`src/rtl/bit_serial_adder_pkg.sv`:
```
// Shared definitions for the bit-serial adder: FSM state encodings and sizing helpers.
package bit_serial_adder_pkg;

    typedef enum logic [1:0] {
        ST_IDLE = 2'd0,
        ST_RUN  = 2'd1,
        ST_DONE = 2'd2
    } state_e;

    // Counter must reach WIDTH without wrapping.
    function automatic int unsigned cnt_bits(input int unsigned w);
        return $clog2(w + 1);
    endfunction

endpackage

```
`src/rtl/fulladder.sv`:
```
// Single-bit full adder shared by the serial datapaths.
module fulladder (
    input  logic a_i,
    input  logic b_i,
    input  logic c_i,
    output logic s_o,
    output logic c_o
);

    assign s_o = a_i ^ b_i ^ c_i;
    assign c_o = (a_i & b_i) | (c_i & (a_i ^ b_i));

endmodule

```
`src/rtl/bit_serial_adder.sv`:
```
// LSB-first serial add/subtract through one full adder; one result per WIDTH+1 cycles.
module bit_serial_adder
    import bit_serial_adder_pkg::*;
#(
    parameter int unsigned WIDTH = 32
) (
    input  logic             clk,
    input  logic             reset,
    input  logic             start,
    input  logic             sub,
    input  logic [WIDTH-1:0] a,
    input  logic [WIDTH-1:0] b,
    output logic             busy,
    output logic             done,
    output logic [WIDTH-1:0] sum,
    output logic             carryout,
    output logic             overflow,
    output logic             zero
);

    localparam int unsigned CW = cnt_bits(WIDTH);
    localparam logic [CW-1:0] LAST_BIT = CW'(WIDTH - 1);

    state_e           state_q;
    logic [WIDTH-1:0] a_q;
    logic [WIDTH-1:0] b_q;
    logic [WIDTH-1:0] sum_q;
    logic [CW-1:0]    cnt_q;
    logic             carry_q;
    logic             busy_q;
    logic             done_q;
    logic             carryout_q;
    logic             overflow_q;
    logic             fa_s;
    logic             fa_c;

    fulladder u_fa (
        .a_i (a_q[0]),
        .b_i (b_q[0]),
        .c_i (carry_q),
        .s_o (fa_s),
        .c_o (fa_c)
    );

    // Status flags trail the state by one cycle so busy spans exactly the bit cycles.
    always_ff @(posedge clk) begin
        if (reset) begin
            state_q    <= ST_IDLE;
            a_q        <= '0;
            b_q        <= '0;
            sum_q      <= '0;
            cnt_q      <= '0;
            carry_q    <= 1'b0;
            busy_q     <= 1'b0;
            done_q     <= 1'b0;
            carryout_q <= 1'b0;
            overflow_q <= 1'b0;
        end else begin
            busy_q <= (state_q == ST_RUN);
            done_q <= (state_q == ST_DONE);
            case (state_q)
                ST_IDLE, ST_DONE: begin
                    if (start) begin
                        a_q     <= a;
                        b_q     <= sub ? ~b : b;
                        carry_q <= sub;
                        cnt_q   <= '0;
                        state_q <= ST_RUN;
                    end else begin
                        state_q <= ST_IDLE;
                    end
                end
                ST_RUN: begin
                    sum_q   <= {fa_s, sum_q[WIDTH-1:1]};
                    a_q     <= {1'b0, a_q[WIDTH-1:1]};
                    b_q     <= {1'b0, b_q[WIDTH-1:1]};
                    carry_q <= fa_c;
                    cnt_q   <= cnt_q + CW'(1);
                    if (cnt_q == LAST_BIT) begin
                        carryout_q <= fa_c;
                        overflow_q <= carry_q ^ fa_c;
                        state_q    <= ST_DONE;
                    end
                end
                default: state_q <= ST_IDLE;
            endcase
        end
    end

    assign busy     = busy_q;
    assign done     = done_q;
    assign sum      = sum_q;
    assign carryout = carryout_q;
    assign overflow = overflow_q;
    assign zero     = ~|sum_q;

endmodule
```
`config.mk`:
```
export PLATFORM = sky130hd
export DESIGN_NAME = bit_serial_adder
export DESIGN_NICKNAME = d
export VERILOG_FILES = /design/src/rtl/bit_serial_adder_pkg.sv /design/src/rtl/fulladder.sv /design/src/rtl/bit_serial_adder.sv
export SDC_FILE = /design/constraint.sdc
export NUM_CORES = 1
export LEC_CHECK = 0
export CORE_ASPECT_RATIO = 0.7
export CORE_MARGIN = 2
export CORE_UTILIZATION = 50
export DETAILED_ROUTE_END_ITERATION = 8
export PLACE_DENSITY = 0.78
export RECOVER_POWER = 50
export SLEW_MARGIN = 0
export SYNTH_ARGS = -nofsm -noshare
export SYNTH_HDL_FRONTEND = slang
export SYNTH_HIERARCHICAL = 1
export SYNTH_SLANG_ARGS = --single-unit
```
`constraint.sdc`:
```
create_clock -name clk -period 2.7 [get_ports clk]
set_input_delay 0.54 -clock clk [delete_from_list [all_inputs] [get_ports clk]]
set_output_delay 0.54 -clock clk [all_outputs]
set_load 0.02 [all_outputs]
```
Word-level counts from Yosys, hierarchy flattened
Cells that the tools add are included.
Widths: inputs -> output; s select.
- $add $sub $neg: 1
- equality and inequality tests: 5
- mux-type cells: 12
- bitwise logic cells: 7
- reductions and logical operators: 7
- operators by type and width (operator ; number):
    $pmux 32 s2 ; 2
    $mux 32 ; 3
    $not 32->32 ; 1
    $reduce_or 32->1 ; 1
    $pmux 6 s2 ; 1
    $add 6x1->6 const B ; 1
    $eq 6x5->1 const B ; 1
    $mux 6 ; 1
    $pmux 2 s2 ; 1
    $reduce_and 2->1 ; 2
    $xor 1x1->1 ; 3
    $and 1x1->1 ; 2
    $eq 2x1->1 const B ; 1
    $eq 2x2->1 const B ; 1
    $logic_not 2->1 ; 1
    $mux 1 ; 2
    $mux 2 ; 1
    $ne 2x1->1 const B ; 1
    $ne 2x2->1 const B ; 1
    $pmux 1 s2 ; 1
    $reduce_bool 2->1 ; 1
    $reduce_or 2->1 ; 1
    $logic_not 1->1 ; 1
    $or 1x1->1 ; 1
- bits in registers: 109
- word-level logic and storage cells: 42

Longest topological paths before layout
- depth in word-level cells: 4
- depth in mapped cells: 6

Cells and area by module
The synthesis kept the hierarchy.
- modules (own cells, without submodules) (module ; instances ; cells each ; area an instance (µm²) ; seq. area each (µm²)):
    bit_serial_adder ; 1 ; 538 ; 4539.4 ; 2182.1
    fulladder ; 1 ; 1 ; 20.0 ; 0.0

Least setup slack after synthesis
OpenSTA, ideal clock, no wires.
- path type: reg-to-output
- from: reg sum_q[24], in the netlist sum[24]
- to: out zero
- arrival: 1076 ps
- data required time: 2160 ps
- setup slack: 1084 ps
- stages on the path, launching flop included: 4
- path buffers: 0
- cell sequence: dfxtp_1 -> nor4_1 -> nand4_1 -> nor2_1
- word-level cells in the longest chain between the ends: 2
- ends and longest elaborated chain (what ; line ; source):
    from (decl) ; bit_serial_adder.sv:27 ; logic [WIDTH-1:0] sum_q;
    from (signal assigned) ; bit_serial_adder.sv:74 ; sum_q <= {fa_s, sum_q[WIDTH-1:1]};
    $reduce_or 32->1 ; bit_serial_adder.sv:95 ; assign zero = ~|sum_q;
    $logic_not 1->1 ; bit_serial_adder.sv:95 ;
    to (decl) ; bit_serial_adder.sv:18 ; output logic zero
No other way between the ends.

Worst setup path after layout
- from: reg sum_q[16], in the netlist sum[16]
- to: out zero
The elaborated chain is that of the path after synthesis.

==> results.py <==
metrics = {
    "cells_and_area": {
        "syn_to_final_growth_pct": 30.3,
        "fin_cells": 744,
        "seq_area_mm2": 0.00218,
        "fin_nets": 685,
        "antenna_cells": 0,
        "filler_cell_count": 766,
        "multi_input_area_mm2": 0.00216,
        "drive_gt1_share_pct": 4.84,
    },
    "critical_path": {
        "regToRegSetupSlack_ps": 410,
        "path_class": "reg2out",
        "cp-start-kind": "flop",
        "worst-path-max-fanout": 4,
        "arrival_ps": 1970,
        "cp.required_ps": 2160,
        "critPathCaptureType": "primary output",
    },
    "logic_synthesis": {
        "syn_area_mm2": 0.00456,
        "synth_ff_type": "dfxtp_1",
        "synth-edff-count": 0,
        "synth_seq_cells": 109,
        "yosysWarnings": 6,
        "synth_top_area_share_pct": 47.9,
        "synth_cell_type_count": 29,
        "synthArstFlopShare_pct": 0,
        "synth_cells": 539,
        "yosysSeqAreaShare_pct": 47.9,
        "syn_avg_cell_area_um2": 8.46,
        "yosys.area.top_type": "dfxtp_1",
        "syn_nets": 609,
        "synth.area.top_cells": "dfxtp_1, a21oi_1, a22oi_1, nand3_1, xor2_1",
    },
    "route": {
        "wl_per_cell_um": 14.5,
        "wl_um": 10800,
        "ant_nets": 0,
        "num_vias": 4204,
        "vias_per_cell": 5.65,
        "firstDrtPassIters": 5,
        "drc": 0,
        "drt_iter0_drc": 351,
    },
    "cts": {
        "clk_pin_slew_ps": 70,
        "cts_buffers": 9,
        "clockRootBuffer": "clkbuf_16",
        "clkLatencyLatePin_ps": 340,
        "cts_setup_buffers": 0,
        "cts_hold_buf": 0,
        "cts_tree": "built",
        "cts_num_sinks": 109,
        "htreeDepth": 3,
        "cts_resized": 0,
        "clockBufferDepth": 2,
    },
    "sta": {
        "tightest_slew_ps": 1250,
        "clock_skew_ps": 10.9,
        "setup_tns_ps": 0,
        "rsz0062_at_grt": "false",
        "setup_viol": 0,
        "hold-worst-slack_ps": 468,
        "fin_crit_sh_pct": 92.8,
        "clock.fmax_ghz": 0.399,
        "hold_viol": 0,
        "max-slew-margin-rel_pct": 16.6,
        "fin_ws_ps": 195,
        "slew_violations": 0,
        "fin_crit_ps": 2510,
    },
    "global_route": {
        "grt_usage_pct": 21.5,
        "overflow": 0,
        "antenna_found_initial": 0,
        "grt_pass1_wl_um": 17800,
        "grt_max_degree": 74,
        "grt_pass1_vias": 3751,
    },
    "placement": {
        "dpl_worst_slack_ps": 561,
        "portBuffers": 104,
        "placed_cells": 728,
        "dp_hpwl_um": 7130,
        "gp_congestion": 0.776,
    },
    "floorplan": {
        "start_util_pct": 50.9,
        "die_w_um": 118,
        "fp.dieH_um": 83.9,
        "io_pins": 105,
        "dieArea_mm2": 0.00991,
        "core_area_mm2": 0.00896,
        "rows": 29,
    },
    "pwr": {
        "power.leakage_nw": 2.01,
        "ir_drop_v": 0.000276,
        "powerDensity_mw_per_mm2": 579,
    },
    "worst_hold_path": {
        "hp-class": "reg2reg",
    },
    "run_status": {
        "status": "complete, no violations",
    },
    "job": {
        "drv_cap": 0,
    },
}
==> kinds of logic after synthesis <==
kind of cell / count (synthesis) / share of synthesized area (%)
compound gates: 175 / 23.0
simple gates: 164 / 16.8
flops: 109 / 47.9
buf+inv: 55 / 5.02
xor+xnor: 33 / 6.34
fa+ha+maj: 2 / 0.713
mux: 1 / 0.247
==> final cells by class <==
type                            count  share of cell area [%]
Clock inverter                      5                   0.590
Tap cell                          124                    2.61
Timing Repair Buffer              119                    19.5
Sequential cell                   109                    36.7
Inverter                            1                  0.0632
Clock buffer                       11                    4.09
Multi-Input combinational cell    375                    36.4
==> power by group <==
group	internal [mW]	total (mW)	leakage [nW]	switching [mW]
Clock	0.653	1.23	0.136	0.573
Sequential	1.69	1.73	0.889	0.0446
Combinational	0.220	0.481	0.981	0.261
==> cell usage in the layout (no fill, tap or decap), types with 2 or more instances in the layout <==
cell type | synthesis | final
a21oi_1 | 105 | 105
a22oi_1 | 63 | 63
buf_12 | 0 | 3
buf_4 | 1 | 6
clkbuf_1 | 22 | 6
clkbuf_16 | 0 | 9
clkbuf_2 | 0 | 2
clkdlybuf4s50_1 | 0 | 102
clkinv_2 | 0 | 2
dfxtp_1 | 109 | 109
nand2_1 | 68 | 68
nand2b_1 | 4 | 2
nand2b_2 | 0 | 2
nand3_1 | 71 | 71
nand4_1 | 2 | 2
nor2_1 | 2 | 2
nor4_1 | 9 | 9
o31ai_1 | 2 | 2
or3_1 | 2 | 2
or4_1 | 3 | 3
xor2_1 | 32 | 32
==> cell usage after synthesis, drive strengths merged, types with 2 or more instances <==
master / number
nor2b: 2
buf: 32
nand3: 71
nand2: 68
clkbuf: 22
a22oi: 63
or3: 2
a21oi: 105
dfxtp: 109
nor2: 2
xor2: 32
nor4: 9
o31ai: 2
or4: 3
nand4: 2
nand2b: 4
==> worst paths after layout <==
kind | start | endpoint | depth (start not counted)
worst max-delay path | sum[16] | zero | 4
worst min-delay path | b_q[8] | b_q[8] | 2
worst max register to register | state_q[1] | sum[12] | 4
worst min register to register | b_q[8] | b_q[8] | 2
==> state kept, by name (all words and copies together), names as in the netlist <==
register  cells
busy          1
overflow      1
a_q          32
done          1
b_q          32
sum          32
state_q       2
cnt_q         6
carry_q       1
carryout      1
==> layer usage <==
metal	GRT usage (%)	up-vias	share of wire [%]
li1	-	2079	-
met2	35.5	140	47
met3	4.64	16	6.3
met4	6.79	0	1.3
met5	0	-	0
met1	28.1	1969	45
==> critical path: stages (launching register included) <==
cell,delay [ps]
dfxtp_1,350
nor4_1,360
nand4_1,150
nor2_1,150
clkdlybuf4s50_1,620
==> per-stage QoR <==
stage	area (um^2)	util, %	total power [mW]
3_5_place_dp	5700	63.6	2.25
5_1_grt	5940	66.3	3.60
4_1_cts	5980	66.7	3.48
3_3_place_gp	5700	63.6	2.24
2_1_floorplan	4560	-	2.06
6_report	5940	66.3	3.44
(Power assumes the default switching activity.)
==> edit: new RTL, same settings <==
Set the parameter `WIDTH` to 48 (it was 32).
--- a/src/rtl/bit_serial_adder.sv
+++ b/src/rtl/bit_serial_adder.sv
@@ -4,3 +4,3 @@
 #(
-    parameter int unsigned WIDTH = 32
+    parameter int unsigned WIDTH = 48
 ) (
Interface: changed (resized a, b and sum); port bits go from 105 to 153. The function was not compared with the original's and may differ.
==> edit against the unedited design <==
Sequential power rose by 45%; final area increased by 45%; critical path depth unchanged; power increased by 57%; fmax up 3.3%; wire length increased by 49%; worst setup slack improved by 0.080 ns; synthesized cell count grew 42%; sequential cell count up 48; utilization decreased by 0.78 points; hold slack lost 0.013 ns; synthesized area increased by 47%.
==> edit: results (changes against the unedited design) <==
STATUS='complete, no violations'  # unchanged
NON_CLOCK_BUFFERING_OVERHEAD_PCT=19.0  # was 19.5%
MULTI_INPUT_GATE_AREA_IN_THE_FINAL_LAYOUT_SQ_UM=3070  # was 2160 sq um
FIN_WORST_SKEW_NS=0.0106  # was 0.0109 ns
YS_TYPES=33  # was 29
CLOCK_NET_POWER_W=0.00222  # was 0.00123 W
CTS_INSERTED_BUFFERS=17  # was 9
P_PER_AREA_nW_PER_UM2=628  # was 579 nW/um^2
SYNTH-SEQ-CELLS=157  # was 109
GROUTE.LAYER.MET3.USAGE_PCT=5.51  # was 4.64%
MUXSHAREOFSYNTHAREA_PCT=0.466  # was 0.247%
SYNTH_AREA_IN_COMPOUND_GATES_PCT=24.4  # was 23.0%
WORST_PATH_MAX_DELAY_CELL='dlygate4sd2_1'  # was clkdlybuf4s50_1
ROUTED_WIRELENGTH_MICRONS=16100  # was 10800 microns
GP_ROUTABILITY_CONGESTION=0.779  # was 0.776
POST_DP_CELL_AREA_SQ_UM=8150  # was 5700 sq um
MULTI_INPUT_CELLS=540  # was 375
LATER_PIN_CLOCK_LATENCY_IN_THE_SKEW_REPORT_NS=0.42  # was 0.34 ns
NUM-CLOCK-BUFFERS=19  # was 11
POST-SYNTH-TOP-COUNT-CELL='nand2_1'  # was dfxtp_1
NUM-FILL-CELLS=1071  # was 766
NON_CLOCK_BUFFER_COUNT=166  # was 119
WIRE_LENGTH_OF_THE_FIRST_GLOBAL_ROUTING_PASS_MICRONS=26000  # was 17800 microns
SLEW_HEADROOM_PCT=4.42  # was 16.6%
SHARE_OF_THE_FINAL_LAYOUT_CELL_AREA_IN_MULTI_INPUT_GATES_PCT=35.7  # was 36.4%
FRACTION_OF_SYNTHESIZED_CELL_AREA_IN_XOR_AND_XNOR_CELLS_PCT=6.40  # was 6.34%
[edit: changes by cell type in the layout (fill, tap and decap cells not counted), moves of 17 or more]
cell | before | now
nand3_1 | 71 | 1
clkdlybuf4s50_1 | 102 | 149
dfxtp_1 | 109 | 157
a22oi_1 | 63 | 98
a21oi_1 | 105 | 124
nand2_1 | 68 | 193
a21oi_2 | 0 | 24
xor2_1 | 32 | 49
[edit: cell families after synthesis]
logic type	after synthesis
xor gates and xnor gates	49
buffers and inverters	68
and+or+nand+nor	238
muxes	3
adders and majority gates	2
DFF	157
AOI/OAI and AO/OA	248
[edit: path summary, 6_finish.rpt]
kind | endpoint | depth (start not counted) | start | slack (ns)
worst min register to register | a_q[39]$_SDFFE_PP0P_ | 2 | a_q[39]$_SDFFE_PP0P_ | 0.45
worst max register to register | cnt_q[3]$_SDFFE_PP0P_ | 5 | state_q[0]$_SDFFE_PP0P_ | 0.36
worst min-delay path | a_q[39]$_SDFFE_PP0P_ | 2 | a_q[39]$_SDFFE_PP0P_ | 0.45
worst max-delay path | zero | 4 | sum[30]$_SDFFE_PP0P_ | 0.27
[edit: tightest hold or removal path, cell delays in order (launching register included)]
cell	delay [ns]
dfxtp_1	0.31
nand2_1	0.05
a21oi_1	0.05
[edit: repair_timing]
| item | CTS | global route |
|---|---|---|
| resized for setup | 1 | 0 |
| setup endpoints to repair | 1 | 0 |
| hold endpoints to repair | 0 | 0 |
[edit: through the flow]
| step | instances | hold slack [ns] |
|---|---|---|
| after floorplan | 765 | 0.436 |
| after CTS | 1061 | 0.455 |
| after detailed placement | 1029 | 0.447 |
| after global placement | 1029 | 0.442 |
| final | 1061 | 0.455 |
| after global routing | 1061 | 0.473 |
[edit: layer usage]
layer,routed length [microns],vias up
met1,7650,2706
met2,7290,183
met3,972,11
met5,0,-
met4,157,0
li1,-,2896
